`src/rtl/fetch_predict_unit.sv`:
```
// ---------------------------------------------------------------------------
// fetch_predict_unit
//   Fetch segment for the pipelined core. It owns the PC register and holds a
//   direct-mapped branch target buffer (BTB) with 2-bit saturating counters,
//   so predicted-taken branches redirect at fetch. Branch resolution from
//   execute trains the BTB and drives mispredict recovery. Two saturating
//   performance counters track resolved branches and mispredicts.
//
// Ports
//   clk, reset            clock / asynchronous active-low reset
//   stallF                hold PC
//   pcSrcW, resultW       write-back PC write (highest priority)
//   resolveE, takenE,     branch resolution from execute
//   pcE, targetE,
//   predTakenE,           prediction carried down from fetch
//   predTargetE
//   pc                    current fetch PC
//   predTakenF,           BTB lookup result for pc
//   predTargetF
//   mispredictE           execute redirect (combinational)
//   branchCount,          saturating performance counters
//   mispredCount
// ---------------------------------------------------------------------------
module fetch_predict_unit #(
    parameter int               WIDTH    = 32,
    parameter int               PCADD    = 4,
    parameter int               ENTRIES  = 16,
    parameter int               IDXW     = $clog2(ENTRIES),
    parameter logic [WIDTH-1:0] RESET_PC = '0,
    parameter int               CNTW     = 16
) (
    input  logic             clk,
    input  logic             reset,
    input  logic             stallF,
    input  logic             pcSrcW,
    input  logic [WIDTH-1:0] resultW,
    input  logic             resolveE,
    input  logic             takenE,
    input  logic [WIDTH-1:0] pcE,
    input  logic [WIDTH-1:0] targetE,
    input  logic             predTakenE,
    input  logic [WIDTH-1:0] predTargetE,
    output logic [WIDTH-1:0] pc,
    output logic             predTakenF,
    output logic [WIDTH-1:0] predTargetF,
    output logic             mispredictE,
    output logic [CNTW-1:0]  branchCount,
    output logic [CNTW-1:0]  mispredCount
);
    localparam int TAGW = WIDTH - IDXW - 2;

    logic [WIDTH-1:0]                pc_q, pc_d;
    logic [ENTRIES-1:0]              valid_q;
    logic [ENTRIES-1:0][TAGW-1:0]    tag_q;
    logic [ENTRIES-1:0][WIDTH-1:0]   tgt_q;
    logic [ENTRIES-1:0][1:0]         ctr_q;
    logic [CNTW-1:0]                 brcnt_q, mpcnt_q;

    // Fetch-side lookup reads the registered table, so a same-cycle training
    // write to the same index is only seen on the following cycle.
    logic [IDXW-1:0] idx_f;
    logic [TAGW-1:0] tag_f;
    logic            hit_f;

    assign idx_f       = pc_q[IDXW+1:2];
    assign tag_f       = pc_q[WIDTH-1:IDXW+2];
    assign hit_f       = valid_q[idx_f] && (tag_q[idx_f] == tag_f);
    assign predTakenF  = hit_f && ctr_q[idx_f][1];
    assign predTargetF = hit_f ? tgt_q[idx_f] : '0;

    // Execute-side lookup used for training.
    logic [IDXW-1:0]  idx_e;
    logic [TAGW-1:0]  tag_e;
    logic             hit_e;
    logic [WIDTH-1:0] recover_pc;

    assign idx_e = pcE[IDXW+1:2];
    assign tag_e = pcE[WIDTH-1:IDXW+2];
    assign hit_e = valid_q[idx_e] && (tag_q[idx_e] == tag_e);

    // A correct direction with a stale target still counts as a mispredict.
    assign mispredictE = resolveE &&
                         ((takenE != predTakenE) ||
                          (takenE && predTakenE && (targetE != predTargetE)));
    assign recover_pc  = takenE ? targetE : pcE + WIDTH'(PCADD);

    always_comb begin
        pc_d = pc_q + WIDTH'(PCADD);
        if (pcSrcW)           pc_d = resultW;
        else if (mispredictE) pc_d = recover_pc;
        else if (stallF)      pc_d = pc_q;
        else if (predTakenF)  pc_d = predTargetF;
    end

    always_ff @(posedge clk or negedge reset) begin
        if (!reset) pc_q <= RESET_PC;
        else        pc_q <= pc_d;
    end

    // BTB training: strengthen/weaken on hit, allocate on taken miss.
    always_ff @(posedge clk or negedge reset) begin
        if (!reset) begin
            valid_q <= '0;
            tag_q   <= '0;
            tgt_q   <= '0;
            ctr_q   <= {ENTRIES{2'b01}};
        end else if (resolveE) begin
            if (hit_e) begin
                if (takenE) begin
                    if (ctr_q[idx_e] != 2'b11) ctr_q[idx_e] <= ctr_q[idx_e] + 2'd1;
                    tgt_q[idx_e] <= targetE;
                end else if (ctr_q[idx_e] != 2'b00) begin
                    ctr_q[idx_e] <= ctr_q[idx_e] - 2'd1;
                end
            end else if (takenE) begin
                valid_q[idx_e] <= 1'b1;
                tag_q[idx_e]   <= tag_e;
                tgt_q[idx_e]   <= targetE;
                ctr_q[idx_e]   <= 2'b10;
            end
        end
    end

    // Performance counters stick at all-ones.
    always_ff @(posedge clk or negedge reset) begin
        if (!reset) begin
            brcnt_q <= '0;
            mpcnt_q <= '0;
        end else begin
            if (resolveE && (brcnt_q != '1))    brcnt_q <= brcnt_q + 1'b1;
            if (mispredictE && (mpcnt_q != '1)) mpcnt_q <= mpcnt_q + 1'b1;
        end
    end

    assign pc           = pc_q;
    assign branchCount  = brcnt_q;
    assign mispredCount = mpcnt_q;

endmodule

```
`config.mk`:
```
export PLATFORM = sky130hd
export DESIGN_NAME = fetch_predict_unit
export DESIGN_NICKNAME = d
export VERILOG_FILES = /design/src/rtl/fetch_predict_unit.sv
export SDC_FILE = /design/constraint.sdc
export NUM_CORES = 2
export LEC_CHECK = 0
export BUFFER_PORTS_ARGS = -buffer_cell sky130_fd_sc_hd__clkbuf_2
export CAP_MARGIN = 20
export CELL_PAD_IN_SITES_DETAIL_PLACEMENT = 1
export CELL_PAD_IN_SITES_GLOBAL_PLACEMENT = 1
export CORE_UTILIZATION = 58
export CTS_BUF_LIST = sky130_fd_sc_hd__clkbuf_4
export CTS_CLUSTER_DIAMETER = 120
export DETAILED_ROUTE_END_ITERATION = 8
export GPL_TIMING_DRIVEN = 1
export PLACE_DENSITY_LB_ADDON = 0.1
export REMOVE_ABC_BUFFERS = 1
export SETUP_SLACK_MARGIN = 0.15
export SYNTH_ARGS = -nofsm -noshare
export SYNTH_HDL_FRONTEND = slang
export SYNTH_SLANG_ARGS = --single-unit
```
`constraint.sdc`:
```
create_clock -name clk -period 11.08 [get_ports clk]
set_clock_uncertainty 0.15 [all_clocks]
set_input_delay 2.216 -clock clk [delete_from_list [all_inputs] [get_ports clk]]
set_output_delay 2.216 -clock clk [all_outputs]
set_load 0.02 [all_outputs]
```
# Word-level counts from Yosys, hierarchy flattened
# Index checks and enable logic that the tools add are counted.
# Widths: inputs -> output; s select.
word_totals:
  reg_bits: 1040
  elab_cells: 128
op_classes:
  add_sub_neg: 6
  order_cmp: 3
  eq_ne: 9
  muxes: 37
  bitwise_logic: 5
  n_reduce_logical: 16
op_table:
  columns: ["cell", "count"]
  rows:
  - ["$bwmux 512", 1]
  - ["$bwmux 416", 1]
  - ["$mux 32", 13]
  - ["$bmux 26 s4", 2]
  - ["$bmux 32 s4", 1]
  - ["$demux 32 s4", 1]
  - ["$demux 26 s4", 1]
  - ["$mux 26", 3]
  - ["$add 32x3->32 const B", 2]
  - ["$bwmux 32", 2]
  - ["$eq 26x26->1", 2]
  - ["$add 16x1->16 const B", 2]
  - ["$ne 16x16->1 const B", 2]
  - ["$ne 32x32->1", 1]
  - ["$or 16x16->16", 2]
  - ["$and 16x16->16", 1]
  - ["$bmux 2 s4", 2]
  - ["$not 16->16", 1]
  - ["$lt 4x5->1 const B", 2]
  - ["$logic_and 1x1->1", 9]
  - ["$bmux 1 s4", 2]
  - ["$demux 2 s4", 1]
  - ["$mux 2", 3]
  - ["$reduce_bool 2->1", 3]
  - ["14 further kinds", 16]

# Depth between registers and ports, before layout
logic_depth:
  depth_word: 9
  ltp_mapped: 18
  depth_no_buf: 11

# Least setup slack after synthesis
# OpenSTA, ideal clock, no wires.
synth_path:
  path_kind: "input port to output port"
  from: "input targetE[14]"
  to: "output mispredictE"
  t_arrival_ns: 3.822
  t_required_ns: 8.714
  setup_slack_ns: 4.892
  path_stages: 9
  path_buffers: 3
  cell_sequence: "clkbuf_1 -> xnor2_1 -> nand4_1 -> nor4_1 -> a21boi_0 -> o21ai_0 -> inv_1 -> clkbuf_1 -> clkbuf_1"
synth_via:
  elab_chain_cells: 4
synth_lines:
  columns: ["item", "line", "source"]
  rows:
  - ["start, declared", "40", "input logic [WIDTH-1:0] targetE,"]
  - ["$ne 32x32->1", "84", "(takenE && predTakenE && (targetE != predTargetE)));"]
  - ["$logic_and 1x1->1", "84", null]
  - ["$logic_or 1x1->1", "83", "((takenE != predTakenE) ||"]
  - ["$logic_and 1x1->1", "82", "assign mispredictE = resolveE &&"]
  - ["end, declared", "46", "output logic mispredictE,"]
# No other way between the ends.

# Worst setup path in the final report
layout_path:
  from: "register pc_q[3], in the netlist pc[3]"
  to: "output predTargetF[8]"
layout_via:
  elab_chain_cells: 5
  word_cells_on_any_way: 9
layout_lines:
  columns: ["item", "line", "source"]
  rows:
  - ["start, declared", "52", "logic [WIDTH-1:0] pc_q, pc_d;"]
  - ["start signal, assigned", "97", "else pc_q <= pc_d;"]
  - ["$bmux 26 s4", "67", "assign hit_f = valid_q[idx_f] && (tag_q[idx_f] == tag_f);"]
  - ["$mux 26 (implied by the code)", "67", null]
  - ["$eq 26x26->1", "67", null]
  - ["$logic_and 1x1->1", "67", null]
  - ["$mux 32 (*)", "69", "assign predTargetF = hit_f ? tgt_q[idx_f] : '0;"]
  - ["end, declared", "45", "output logic [WIDTH-1:0] predTargetF,"]
# Mark *: on every way between the ends. The rest lies on a longest branch, timed or not. The select of a mux whose other input is x is not followed.

==> reports/metrics.csv <==
stage,metric,value,unit
finish,most_common_library_cell_in_the_layout_ignoring_fill_and_taps,sky130_fd_sc_hd__dfrtp_1,
finish,syn2layout_area_growth,9.45,%
finish,mostFrequentLayoutCells,"sky130_fd_sc_hd__dfrtp_1 (1,020), sky130_fd_sc_hd__mux2_2 (914), sky130_fd_sc_hd__clkbuf_4 (435), sky130_fd_sc_hd__mux4_2 (351), sky130_fd_sc_hd__clkbuf_2 (228)",
sta,post_layout_minimum_cycle_time,9.02,ns
synthesis,synth.cell_area,0.0545,mm²
worst_setup_path,cp.arrival,6.65,ns
min_path,type_of_the_worst_min_delay_path,register to register,
grt,global_route.usage.met2,62.2,%
clocking,cts_inserted_buffers,301,
route,vias_per_cell,6.83,
synthesis,number_of_enable_type_register_cells_in_the_synthesized_netlist,0,
synthesis,synth_cells,3963,
synthesis,ys_warn_count,0,
grt,met1_usage,53.3,%
route,first_pass_iters,5,
clocking,post_cts_buffers,0,
clocking,max-clock-path-buffers,4,
pwr,power_per_cell_area,190,mW/mm²
sta,finalHoldViolCount,0,
synthesis,syn_area_per_cell,13.8,µm²
worst_setup_path,worst_setup_path_end_kind,output port,
pwr,vdd_ir_drop_max,0.000131,V
worst_setup_path,worst_setup_path_start_kind,register,
sta,worst_pin_slew,1.16,ns
die,die_area,0.0952,mm²
clocking,worstSkewPairLatency,1.23,ns
finish,postLayoutCoreUtil,64.0,%
grt,grt_max_degree,174,
synthesis,synth_flop_cell,sky130_fd_sc_hd__dfrtp_1,
clocking,tritoncts,yes,
placement,placement.setup.worst_slack,2.88,ns
die,dieWidth,309,µm
placement,gp_congestion,0.957,
synthesis,yosysUniqueCellTypes,80,
sta,slew_viol_final,0,
grt,via_count_of_the_first_global_routing_pass,41000,
synthesis,asyncSetResetFlopFracSynth,100,%
worst_setup_path,critical_path_required,8.71,ns
clocking,cts.sinks,1040,
synthesis,synth_sequential_area_ratio,47.8,%
worst_setup_path,rr_endpoint,pc[23],
synthesis,yosys_register_bits,1040,
finish,final-instance-count-excl-fill,5626,
route,route.final.wire_length,186000,µm
outcome,run_status,"finished, final reports clean",
worst_setup_path,critPathMaxFanout,42,
finish,final_nets,4327,
min_path,hp-start,valid_q[7],
die,die_h,309,µm
clocking,clk_pin_slew,0.06,ns
route,antenna_left,0,
worst_setup_path,reg2reg_from,pc[3],
route,detail_route.wl_per_cell,33.1,µm
placement,io_buffers,232,
die,floorplan.core_area,0.0932,mm²
worst_setup_path,critPathKind,register to output port,
grt,grt_pass1_wl,277000,µm
sta,timing.slew.headroom,22.6,%
grt,met3_usage,10.0,%
pwr,total_leakage_power,26.3,nW
sta,layout_setup_ws,2.06,ns
die,rows,112,
route,dr_total_vias,38400,
grt,grt_antenna_before_repair,10,
clocking,clockRootBuffer,sky130_fd_sc_hd__clkbuf_4,
sta,rsz0062_at_grt,false,
flow_run,drv_cap,0,
sta,setup-violations-final,0,
worst_setup_path,regToRegSetupSlack,5.18,ns
route,drcViolationCount,0,
clocking,ctsHtreeMaxLevel,5,
clocking,post_cts_resize_count,0,
die,initial_core_util,58.5,%
min_path,number_of_cells_on_the_worst_hold_path,1,
finish,fillCellCount,8956,
placement,post-dp-hpwl,114000,µm
grt,overflow,0,
finish,final_layout_size_suffix_gt1_share,47.8,%
die,io-pin-count,233,
worst_setup_path,reg2reg_depth,12,
grt,combined_global_route_utilization_of_all_metal_layers,40.1,%
sta,fmaxAchievable,111,MHz
sta,min_period_over_period,81.4,%
grt,grt_most_used_layer,met2,
min_path,hold-path-endpoint,valid_q[7],
placement,place.detailed.instances,5130,
route,initialDrtViolationCount,3722,
clocking,cts-hold-fix-buffers,0,
[stage by stage]
stage	setup TNS (ns)	power [W]	area, µm²	hold slack (ns)
after global placement	0	0.00771	56100	0.315
after global routing	0	0.0118	59700	0.361
final	0	0.0113	59700	0.340
after CTS	0	0.0114	59600	0.341
after detailed placement	0	0.00787	56100	0.323
after floorplan	-66.19	0.00690	52600	0.296
[worst max path at each step]
stage               startpoint               to  slack (ns)  cells after the start
floorplan                pc[2]   predTargetF[0]       -1.99                      8
global placement        pcE[3]        tag_q[61]        2.97                     11
detailed placement      pcE[3]        tag_q[24]        2.88                     11
CTS                      pc[2]  predTargetF[14]        2.16                     12
global route             pc[3]   predTargetF[8]        1.89                     11
finish                   pc[3]   predTargetF[8]        2.06                     11
[final cells by class]
| class | count | area [µm²] | share of cell area, % |
|---|---|---|---|
| Tap cell | 1254 | 1570 | 2.63 |
| Clock inverter | 48 | 214 | 0.358 |
| Antenna cell | 10 | 25.0 | 0.0419 |
| Timing Repair Buffer | 298 | 1800 | 3.02 |
| Inverter | 33 | 126 | 0.212 |
| Clock buffer | 435 | 3270 | 5.47 |
| Sequential cell | 1040 | 26100 | 43.7 |
| Multi-Input combinational cell | 2508 | 26600 | 44.6 |
[layer usage]
| metal | wire length, µm | vias up |
|---|---|---|
| met5 | 43 | - |
| met4 | 9230 | 8 |
| met3 | 17300 | 528 |
| met2 | 87600 | 2032 |
| met1 | 71900 | 20500 |
| li1 | - | 15300 |
[cell usage after synthesis (all sizes together) (55+ instances only)]
cell type / count / area, µm²
a21oi: 56 / 280
buf: 183 / 1140
clkbuf: 199 / 752
dfrtp: 1024 / 25600
mux2: 921 / 10400
mux2i: 132 / 1320
mux4: 351 / 7910
nand2: 194 / 875
nand3: 55 / 288
nor2: 96 / 360
o21ai: 136 / 692
xnor2: 119 / 1040
[sequential cells by signal (all words and copies together), names as in the netlist]
name,count
pc,32
ctr_q,32
tgt_q,512
tag_q,416
mispredCount,16
valid_q,16
branchCount,16
[cell families (layout without fill, tap and decap cells)]
kind of cell | after synthesis | count (layout) | share of synthesized area (%)
xor gates and xnor gates | 167 | 167 | 2.68
and+or+nand+nor | 553 | 553 | 5.31
muxes | 1404 | 1404 | 35.9
DFF | 1040 | 1040 | 47.8
AOI/OAI and AO/OA | 374 | 374 | 4.38
other | 0 | 10 | 0
buffers and inverters | 415 | 814 | 3.69
adders and majority gates | 10 | 10 | 0.229
[worst max-delay path, stage by stage (launching register included)]
cell	delay (ns)
sky130_fd_sc_hd__dfrtp_4	0.81
sky130_fd_sc_hd__buf_4	0.52
sky130_fd_sc_hd__nor2_1	0.88
sky130_fd_sc_hd__a22oi_1	0.16
sky130_fd_sc_hd__a21oi_1	0.57
sky130_fd_sc_hd__nor2_1	0.10
sky130_fd_sc_hd__nor4_1	0.61
sky130_fd_sc_hd__o21ai_1	0.29
sky130_fd_sc_hd__nor3_2	0.34
sky130_fd_sc_hd__buf_4	0.46
sky130_fd_sc_hd__and2_1	0.39
sky130_fd_sc_hd__clkbuf_2	0.23
[report_power, final]
part	internal [W]	switching (W)	total, W
combinational	0.00141	0.00132	0.00273
sequential	0.00452	0.000624	0.00515
clock	0.00180	0.00167	0.00347
Note: power is estimated with default switching activity, not from simulation.
